File: config.mk
export PLATFORM = sky130hd
export DESIGN_NAME = issue_scoreboard_flat
export DESIGN_NICKNAME = d
export VERILOG_FILES = /design/src/rtl/issue_scoreboard_pkg.sv /design/src/rtl/issue_scoreboard_if.sv /design/src/rtl/issue_scoreboard_reg_counter.sv /design/src/rtl/issue_scoreboard.sv /design/src/flat_wrapper.sv
export SDC_FILE = /design/constraint.sdc
export NUM_CORES = 1
export LEC_CHECK = 0
export CORE_AREA = 5 5 173 158
export DETAILED_ROUTE_END_ITERATION = 8
export DIE_AREA = 0 0 178 163
export PLACE_DENSITY = 0.49
export SKIP_CTS_REPAIR_TIMING = 1
export SKIP_LAST_GASP = 1
export SLEW_MARGIN = 0
export SYNTH_ARGS = -nofsm -noshare
export SYNTH_HDL_FRONTEND = slang
export SYNTH_SLANG_ARGS = --single-unit
export TNS_END_PERCENT = 50
File: constraint.sdc
create_clock -name clk_i -period 14.23 [get_ports clk_i]
set_clock_uncertainty 0.05 [all_clocks]
set_input_delay 2.1345 -clock clk_i [delete_from_list [all_inputs] [get_ports clk_i]]
set_output_delay 2.1345 -clock clk_i [all_outputs]
set_load 0.01 [all_outputs]
File: src/rtl/issue_scoreboard_pkg.sv
// Shared parameters, types and helpers for the in-order issue scoreboard.
package issue_scoreboard_pkg;

  localparam int unsigned ALU_WB_LAT = 2;
  localparam int unsigned MUL_WB_LAT = 7;
  localparam int unsigned BYP_AHEAD  = 1;
  localparam int unsigned CNT_W      = 3;
  localparam int unsigned NREG       = 32;
  localparam int unsigned PERF_W     = 32;

  typedef logic [4:0] reg_idx_t;

  typedef enum logic [1:0] {
    HZ_NONE,
    HZ_RAW,
    HZ_WAW,
    HZ_STRUCT
  } hz_cause_e;

  // Saturating increment for the hazard statistics counters.
  function automatic logic [PERF_W-1:0] sat_inc(logic [PERF_W-1:0] v, logic en);
    return (en && (v != '1)) ? v + PERF_W'(1) : v;
  endfunction

endpackage

File: src/rtl/issue_scoreboard_if.sv
// Decode-to-issue handshake bundle plus scoreboard status outputs.
interface issue_scoreboard_if;
  import issue_scoreboard_pkg::*;

  logic                  dec_valid_i;
  logic                  dec_is_mult_i;
  logic                  dec_wr_en_i;
  reg_idx_t              dec_rd_i;
  reg_idx_t              dec_rs1_i;
  logic                  dec_rs1_used_i;
  reg_idx_t              dec_rs2_i;
  logic                  dec_rs2_used_i;
  logic                  freeze_i;
  logic                  flush_i;
  logic                  issue_o;
  logic                  stall_o;
  logic [NREG-1:0]       pending_o;
  logic [MUL_WB_LAT-1:0] wb_busy_o;

  modport master (
    output dec_valid_i, dec_is_mult_i, dec_wr_en_i, dec_rd_i,
           dec_rs1_i, dec_rs1_used_i, dec_rs2_i, dec_rs2_used_i,
           freeze_i, flush_i,
    input  issue_o, stall_o, pending_o, wb_busy_o
  );

  modport slave (
    input  dec_valid_i, dec_is_mult_i, dec_wr_en_i, dec_rd_i,
           dec_rs1_i, dec_rs1_used_i, dec_rs2_i, dec_rs2_used_i,
           freeze_i, flush_i,
    output issue_o, stall_o, pending_o, wb_busy_o
  );

endinterface

File: src/rtl/issue_scoreboard_reg_counter.sv
// One register's writeback countdown: load on issue, count down, hold on freeze.
module scb_reg_counter
  import issue_scoreboard_pkg::*;
(
  input  logic             clk,
  input  logic             rsn,
  input  logic             freeze,
  input  logic             load,
  input  logic [CNT_W-1:0] load_val,
  output logic [CNT_W-1:0] cnt,
  output logic             pending
);

  // A new issue to this register overrides the in-flight decrement.
  always_ff @(posedge clk) begin
    if (!rsn) begin
      cnt <= '0;
    end else if (!freeze) begin
      if (load) begin
        cnt <= load_val;
      end else if (cnt != '0) begin
        cnt <= cnt - CNT_W'(1);
      end
    end
  end

  assign pending = (cnt != '0);

endmodule

File: src/rtl/issue_scoreboard.sv
// In-order issue scoreboard for the ALU/multiplier datapath sharing one writeback port.
// Optional hazard statistics outputs are enabled with SCB_PERF_EN.
module issue_scoreboard
  import issue_scoreboard_pkg::*;
(
  input  logic              clk_i,
  input  logic              rsn_i,
  issue_scoreboard_if.slave bus
`ifdef SCB_PERF_EN
  ,
  output logic [PERF_W-1:0] perf_raw_o,
  output logic [PERF_W-1:0] perf_waw_o,
  output logic [PERF_W-1:0] perf_struct_o
`endif
);

  logic [CNT_W-1:0]      cnt [NREG];
  logic [NREG-1:0]       pending;
  logic [MUL_WB_LAT:1]   wb_busy;
  logic [MUL_WB_LAT:1]   wb_busy_nxt;
  logic [CNT_W-1:0]      lat;
  logic [3:1]            hz_vec;
  logic                  hz;
  logic                  issue;
  logic                  stall;
  logic                  reserve;

  assign cnt[0]     = '0;
  assign pending[0] = 1'b0;

  for (genvar r = 1; r < NREG; r++) begin : g_cnt
    scb_reg_counter u_cnt (
      .clk      (clk_i),
      .rsn      (rsn_i),
      .freeze   (bus.freeze_i),
      .load     (reserve && (bus.dec_rd_i == reg_idx_t'(r))),
      .load_val (lat - CNT_W'(1)),
      .cnt      (cnt[r]),
      .pending  (pending[r])
    );
  end

  // RAW waits only until the producer is on the bypass network.
  always_comb begin
    lat    = bus.dec_is_mult_i ? CNT_W'(MUL_WB_LAT) : CNT_W'(ALU_WB_LAT);
    hz_vec = '0;
    if (bus.dec_valid_i) begin
      hz_vec[HZ_RAW]    = (bus.dec_rs1_used_i && (bus.dec_rs1_i != '0) &&
                           (cnt[bus.dec_rs1_i] > CNT_W'(BYP_AHEAD))) ||
                          (bus.dec_rs2_used_i && (bus.dec_rs2_i != '0) &&
                           (cnt[bus.dec_rs2_i] > CNT_W'(BYP_AHEAD)));
      hz_vec[HZ_WAW]    = bus.dec_wr_en_i && (bus.dec_rd_i != '0) &&
                          (cnt[bus.dec_rd_i] >= lat);
      hz_vec[HZ_STRUCT] = bus.dec_wr_en_i && wb_busy[lat];
    end
  end

  assign hz      = |hz_vec;
  assign issue   = bus.dec_valid_i && !hz && !bus.freeze_i && !bus.flush_i;
  assign stall   = bus.dec_valid_i && hz && !bus.flush_i;
  assign reserve = issue && bus.dec_wr_en_i;

  // Writeback-slot reservations slide one slot closer every unfrozen cycle.
  always_comb begin
    wb_busy_nxt = wb_busy >> 1;
    if (reserve) begin
      wb_busy_nxt[lat - CNT_W'(1)] = 1'b1;
    end
  end

  always_ff @(posedge clk_i) begin
    if (!rsn_i) begin
      wb_busy <= '0;
    end else if (!bus.freeze_i) begin
      wb_busy <= wb_busy_nxt;
    end
  end

  assign bus.issue_o   = issue;
  assign bus.stall_o   = stall;
  assign bus.pending_o = pending;
  assign bus.wb_busy_o = wb_busy;

`ifdef SCB_PERF_EN
  always_ff @(posedge clk_i) begin
    if (!rsn_i) begin
      perf_raw_o    <= '0;
      perf_waw_o    <= '0;
      perf_struct_o <= '0;
    end else if (!bus.freeze_i) begin
      perf_raw_o    <= sat_inc(perf_raw_o,    stall && hz_vec[HZ_RAW]);
      perf_waw_o    <= sat_inc(perf_waw_o,    stall && hz_vec[HZ_WAW]);
      perf_struct_o <= sat_inc(perf_struct_o, stall && hz_vec[HZ_STRUCT]);
    end
  end
`endif

endmodule

File: src/flat_wrapper.sv
// flat-port wrapper written by rule: the top's interface ports become plain ports
module issue_scoreboard_flat import issue_scoreboard_pkg::*;
  (clk_i, rsn_i, bus_dec_valid_i, bus_dec_is_mult_i, bus_dec_wr_en_i, bus_dec_rd_i, bus_dec_rs1_i, bus_dec_rs1_used_i, bus_dec_rs2_i, bus_dec_rs2_used_i, bus_freeze_i, bus_flush_i, bus_issue_o, bus_stall_o, bus_pending_o, bus_wb_busy_o);
  issue_scoreboard_if bus_i ();
  input  logic clk_i;
  input  logic rsn_i;
  input wire logic [$bits(bus_i.dec_valid_i)-1:0] bus_dec_valid_i;
  input wire logic [$bits(bus_i.dec_is_mult_i)-1:0] bus_dec_is_mult_i;
  input wire logic [$bits(bus_i.dec_wr_en_i)-1:0] bus_dec_wr_en_i;
  input wire logic [$bits(bus_i.dec_rd_i)-1:0] bus_dec_rd_i;
  input wire logic [$bits(bus_i.dec_rs1_i)-1:0] bus_dec_rs1_i;
  input wire logic [$bits(bus_i.dec_rs1_used_i)-1:0] bus_dec_rs1_used_i;
  input wire logic [$bits(bus_i.dec_rs2_i)-1:0] bus_dec_rs2_i;
  input wire logic [$bits(bus_i.dec_rs2_used_i)-1:0] bus_dec_rs2_used_i;
  input wire logic [$bits(bus_i.freeze_i)-1:0] bus_freeze_i;
  input wire logic [$bits(bus_i.flush_i)-1:0] bus_flush_i;
  output wire logic [$bits(bus_i.issue_o)-1:0] bus_issue_o;
  output wire logic [$bits(bus_i.stall_o)-1:0] bus_stall_o;
  output wire logic [$bits(bus_i.pending_o)-1:0] bus_pending_o;
  output wire logic [$bits(bus_i.wb_busy_o)-1:0] bus_wb_busy_o;
  assign bus_i.dec_valid_i = bus_dec_valid_i;
  assign bus_i.dec_is_mult_i = bus_dec_is_mult_i;
  assign bus_i.dec_wr_en_i = bus_dec_wr_en_i;
  assign bus_i.dec_rd_i = bus_dec_rd_i;
  assign bus_i.dec_rs1_i = bus_dec_rs1_i;
  assign bus_i.dec_rs1_used_i = bus_dec_rs1_used_i;
  assign bus_i.dec_rs2_i = bus_dec_rs2_i;
  assign bus_i.dec_rs2_used_i = bus_dec_rs2_used_i;
  assign bus_i.freeze_i = bus_freeze_i;
  assign bus_i.flush_i = bus_flush_i;
  assign bus_issue_o = bus_i.issue_o;
  assign bus_stall_o = bus_i.stall_o;
  assign bus_pending_o = bus_i.pending_o;
  assign bus_wb_busy_o = bus_i.wb_busy_o;
  issue_scoreboard u_core (.clk_i(clk_i), .rsn_i(rsn_i), .bus(bus_i));
endmodule
# Word-level counts from Yosys, hierarchy flattened
# Index checks and enable logic that the tools add are counted.
[classes]
magnitude_cmp = 9
eq_ne = 31
div_mod_pow = 0
muxes = 78
reduce_logical = 146
shift = 0
n_addsub = 32
mul = 0
bitwise = 5
[ops]
columns = ["cell", "count"]
rows = [
  ["$mux W3", 70],
  ["$sub A3 B1 Y3 const B", 32],
  ["$reduce_bool A3 Y1", 31],
  ["$eq A5 B5 Y1 const B", 16],
  ["$reduce_and A2 Y1", 31],
  ["$reduce_bool A2 Y1", 31],
  ["$bmux W3 S5", 3],
  ["$logic_and A1 B1 Y1", 45],
  ["$eq A5 B4 Y1 const B", 8],
  ["$eq A5 B3 Y1 const B", 4],
  ["$ge A6 B6 Y1 const B", 3],
  ["$not A5 Y6", 3],
  ["$reduce_bool A5 Y1", 3],
  ["$eq A5 B2 Y1 const B", 2],
  ["$lt A3 B4 Y1 const B", 2],
  ["$mux W7", 1],
  ["$or A6 B7 Y7", 1],
  ["$gt A3 B1 Y1 const B", 2],
  ["$eq A5 B1 Y1 const B", 1],
  ["$bmux W1 S3", 1],
  ["$demux W1 S3", 1],
  ["$ge A3 B1 Y1 const B", 1],
  ["$ge A3 B3 Y1", 1],
  ["$logic_not A1 Y1", 3],
  ["other kinds (4)", 5],
]
[word_totals]
ramBits = 0
register_bits = 100
output_inout_bits = 41
wordCells = 333
latchBits = 0
mem_bits_ro = 0
memories = 0

# Logic depth before layout (Yosys ltp)
[depth]
ltp_word = 17
depth_mapped = 20
ltp_nobuf = 15

# Cells and area by module
# Synthesis repeated with hierarchy kept, for this count alone.
[hier_totals]
cells_unflattened = 1053
area_unflattened_um2 = 8647.0
[by_module_without_submodules]
columns = ["mod", "instances", "area_each_um2", "cells_per_inst"]
rows = [
  ["scb_reg_counter at u_core.g_cnt[10].u_cnt ...", 30, 209.0, 26],
  ["issue_scoreboard", 1, 2175.8, 249],
  ["scb_reg_counter at u_core.g_cnt[13].u_cnt", 1, 202.7, 24],
]

# Worst setup path before layout
# No wires, ideal clock.
[synth_path]
path_type = "input -> output"
startpoint = "in bus_dec_rd_i[0]"
endpoint = "out bus_stall_o"
path_slack_ns = 6.189
cell_stages = 13
arrival_time_ns = 5.857
required_ns = 12.045
path_cell_list = "buf_2 buf_2 buf_1 mux4_2 mux4_2 mux2_2 ha_1 o21ai_0 a2111oi_2 nor4bb_1 nand2_1 nor2_1 nor2_1"
[synth_via]
elab_chain_cells = 10
elab_cells_between_ends = 12
[synth_lines]
columns = ["item", "line", "text"]
rows = [
  ["from (decl)", "flat_wrapper.sv:10", "input wire logic [$bits(bus_i.dec_rd_i)-1:0] bus_dec_rd_i;"],
  ["$not A5 Y6 (not written as such)", "issue_scoreboard.sv:53", "(cnt[bus.dec_rd_i] >= lat);"],
  ["$bmux W3 S5", "issue_scoreboard.sv:53", ""],
  ["$mux W3 (not written as such) (2 in a row)", "issue_scoreboard.sv:53", ""],
  ["$ge A3 B3 Y1", "issue_scoreboard.sv:53", ""],
  ["$logic_and A1 B1 Y1 (*)", "issue_scoreboard.sv:52", "hz_vec[HZ_WAW] = bus.dec_wr_en_i && (bus.dec_rd_i != '0) &&"],
  ["$mux W3 (*)", "issue_scoreboard.sv:47", "if (bus.dec_valid_i) begin"],
  ["$reduce_or A3 Y1 (*)", "issue_scoreboard.sv:58", "assign hz = |hz_vec;"],
  ["$logic_and A1 B1 Y1 (*) (2 in a row)", "issue_scoreboard.sv:60", "assign stall = bus.dec_valid_i && hz && !bus.flush_i;"],
  ["to (decl)", "flat_wrapper.sv:18", "output wire logic [$bits(bus_i.stall_o)-1:0] bus_stall_o;"],
]
# Mark *: on every way between the ends. The rest lies on a longest branch, timed or not. The select of a mux whose other input is x is not followed.

# Worst setup path in the final report
# Same ends and word-level chain as after synthesis.

==> summary.md <==
| Metric | Value |
|---|---|
| Status | `finished clean` |
| CTS tree | `built` |
| Pwr/cell area | `roughly 170 nW/um2` |
| Relative slew slack | `0.312` |
| RSZ-0062 raised after global routing | `no` |
| Antenna viol nets, final | `0` |
| Synth area leaders | `dfxtp_1 23%, ha_1 9.2%, mux4_2 7.8%, nor2_1 4.0%, mux2i_1 3.7%` |
| Fillers | `2637` |
| Synth Register Bits | `a little under 100` |
| H-tree depth | `3` |
| Multi-input logic area | `roughly 5800 um2` |
| Met1 usage | `0.283` |
| Initial DRT Pass Iterations | `6` |
| # rows | `56` |
| Die H | `163 um` |
| Overall routing resource usage | `0.195` |
| Drt drc | `0` |
| Initial Util | `0.340` |
| Vias in the first global route | `between 7k and 8k` |
| Maxcap violations | `0` |
| Slew @ Worst Pin | `1.03 ns` |
| GR Util met2 | `0.291` |
| CP Launch Type | `primary input` |
| CTS Buf Count | `9` |
| Clock Path Buffers | `2` |
| Critical Path End Type | `output pin` |
| Top-area cell type share of the netlist area | `0.228` |
| Setup slack after placement | `5.57 ns` |
| Initial antenna violation count | `2` |
| CP max stage delay | `roughly 0.80 ns` |
| Cell Count, Final, Fillers Out | `1397` |
| Die area | `roughly 29000 um2` |
| WP data required | `12.05 ns` |
| Largest net degree at the start of global routing | `75` |
| CP max FO | `27` |
| Grt ovf | `0` |
| Number of enable flip-flop cells after synthesis | `0` |
| Layout net count | `1131` |
| DRT iter0 DRCs | `741` |
| Hold/Removal Path Class | `register to register` |
| Clock Latency Late Sink | `approximately 0.36 ns` |
| Lkg Pwr | `3.21 nW` |
| CP Data Arrival Time | `6.49 ns` |
| Core ar. | `approximately 26000 um2` |
| Number of max-slew violations in the final report | `0` |
| Final setup vio count | `0` |
| Final wirelength | `28.0 mm` |
| Via density | `~5.6` |
| Mapped Cells | `1071` |
| Final worst setup slack | `5.56 ns` |
| Via count | `approximately 7.8k` |
| Ys async rst share | `0` |
| Die Wd | `approximately 180 um` |
| P&R area growth vs syn | `9.35%` |
| Avg Inst Size Synth | `8.11 um2` |
| Reg area | `between 1500 and 2000 um2` |
| Post-synth top area cell | `dfxtp_1` |
| RePlAce Congestion | `between 0.8 and 0.9` |
| Synth warn | `0` |
| Final Hold Viols | `0` |
| Final min period | `slightly below 9 ns` |
| Main synth FF type | `dfxtp_1` |
| Clock root cell | `clkbuf_16` |
| WP buf/inv | `2` |
| Placed cell count | `~1.4k` |
| FMAX | `roughly 120 MHz` |
| TNS Setup | `0 ns` |
| Layout cells sized above 1 | `0.105` |
| Post-DP HPWL | `about 19 mm` |
| Met3 Use GR | `0.0436` |
| Port bufs | `62` |
| CTS Sinks | `99` |
| Mapped cell area | `~8700 um2` |
| Critical path's top delay family | `buffers and inverters` |
| CP max-delay cell | `a2111oi_2` |
| Post-synthesis sequential area ratio | `0.228` |
| Most frequent CP cell | `nor2_1` |
| Worst path cell trace | `buf_2 > nand2b_1 > o22ai_1 > mux4_2 > mux2_2 > ha_1 > o21ai_0 > a2111oi_2 > nor4bb_1 > nand2_1 > nor2_1 > nor2_1 > clkdlybuf4s50_1` |
| Final period utilization | `0.609` |
| Routed length per instance | `20.0 um` |
| CP Class | `primary input to output pin` |
| Io pins | `between 60 and 70` |
| Clock transition at path regs | `about 0.07 ns` |
| Global-route wire length before repair | `approximately 44 mm` |
| Gr busiest metal | `met2` |
| VDD IR max | `0.0814 mV` |
| Library cells used by synthesis | `between 70 and 80` |
registers in the layout (all words and copies together) (netlist names):
name,count
u_core.bus.wb_busy_o,6
u_core.g_cnt.u_cnt.cnt,93
report_power, final:
group          switching [mW]  leakage, nW  internal, mW
registers               0.102        0.803         0.352
clock network           0.120        0.145         0.141
logic                   0.458         2.26         0.434
cell usage in the layout, fill, tap and decap left out, types with 10 or more instances in the layout:
cell,Yosys,final
o21ai_0,55,55
a221oi_1,10,10
a21oi_1,48,48
a211oi_1,33,33
a31oi_1,33,33
mux2i_1,32,32
mux4_2,30,30
nand2b_1,28,28
nand2_1,80,80
nor3_1,36,36
inv_1,80,78
nand3_1,31,31
nor2b_1,15,15
ha_1,64,64
nor2_1,92,90
a21boi_0,14,14
dfxtp_1,99,99
nor4b_1,20,20
clkdlybuf4s50_1,0,59
area by class of cell:
type,instances,share of cell area
Tap cell,348,0.0459
Multi-Input combinational cell,782,0.611
Sequential cell,99,0.209
Antenna cell,1,0.000264
Clock buffer,10,0.0252
Clock inverter,6,0.00672
Inverter,81,0.0322
Timing Repair Buffer,70,0.0704
cells in the mapped netlist (15+ instances only):
library cell and number:
dfxtp_1 99, nor2_1 92, inv_1 80, nand2_1 80, ha_1 64, o21ai_0 55, a21oi_1 48, clkbuf_1 43
buf_4 41, nor3_1 36, a211oi_1 33, a31oi_1 33, mux2i_1 32, nand3_1 31, mux4_2 30, nand2b_1 28
nor4b_1 20, buf_2 18, nor2b_1 15
metal layers:
metal	vias up	share of wire
met5	-	0.00025
met1	3795	0.48
met2	226	0.43
li1	3788	-
met3	26	0.067
met4	2	0.016
worst min-delay path, delay by kind of cell (launching register included):
kind | cells | cell delay, ns
compound gates | 1 | 0.05
simple gates | 1 | 0.06
flops | 1 | 0.32
per-stage QoR:
step / total power [mW] / hold WS [ns] / util / cell area (um2)
after floorplan: 1.13 / 0.395 / - / 8690
after global placement: 1.35 / 0.412 / 0.359 / 9190
after detailed placement: 1.35 / 0.422 / 0.359 / 9190
after CTS: 1.62 / 0.433 / 0.371 / 9490
after global routing: 1.76 / 0.468 / 0.371 / 9500
final: 1.61 / 0.434 / 0.371 / 9500
cells by family (layout without fill, tap and decap cells):
family | Yosys count | in the layout | synth area share
other | 1 | 3 | 0.000432
and+or+nand+nor | 374 | 374 | 0.231
adders and majority gates | 64 | 64 | 0.0922
muxes | 74 | 74 | 0.133
buffers and inverters | 191 | 167 | 0.105
DFF | 99 | 99 | 0.228
xor gates and xnor gates | 3 | 3 | 0.00303
AOI/OAI and AO/OA | 265 | 265 | 0.207
worst paths after layout:
check	from	endpoint	slack (ns)	cells after the start
setup / recovery	bus_dec_rd_i[0]	bus_stall_o	5.56	13
hold / removal	u_core.g_cnt[2].u_cnt.cnt[2]	u_core.g_cnt[2].u_cnt.cnt[2]	0.43	2
setup reg to reg	u_core.g_cnt[11].u_cnt.cnt[2]	u_core.g_cnt[6].u_cnt.cnt[1]	9.75	11
hold reg to reg	u_core.g_cnt[2].u_cnt.cnt[2]	u_core.g_cnt[2].u_cnt.cnt[2]	0.43	2
No activity file was read; power rests on OpenSTA's default activity.
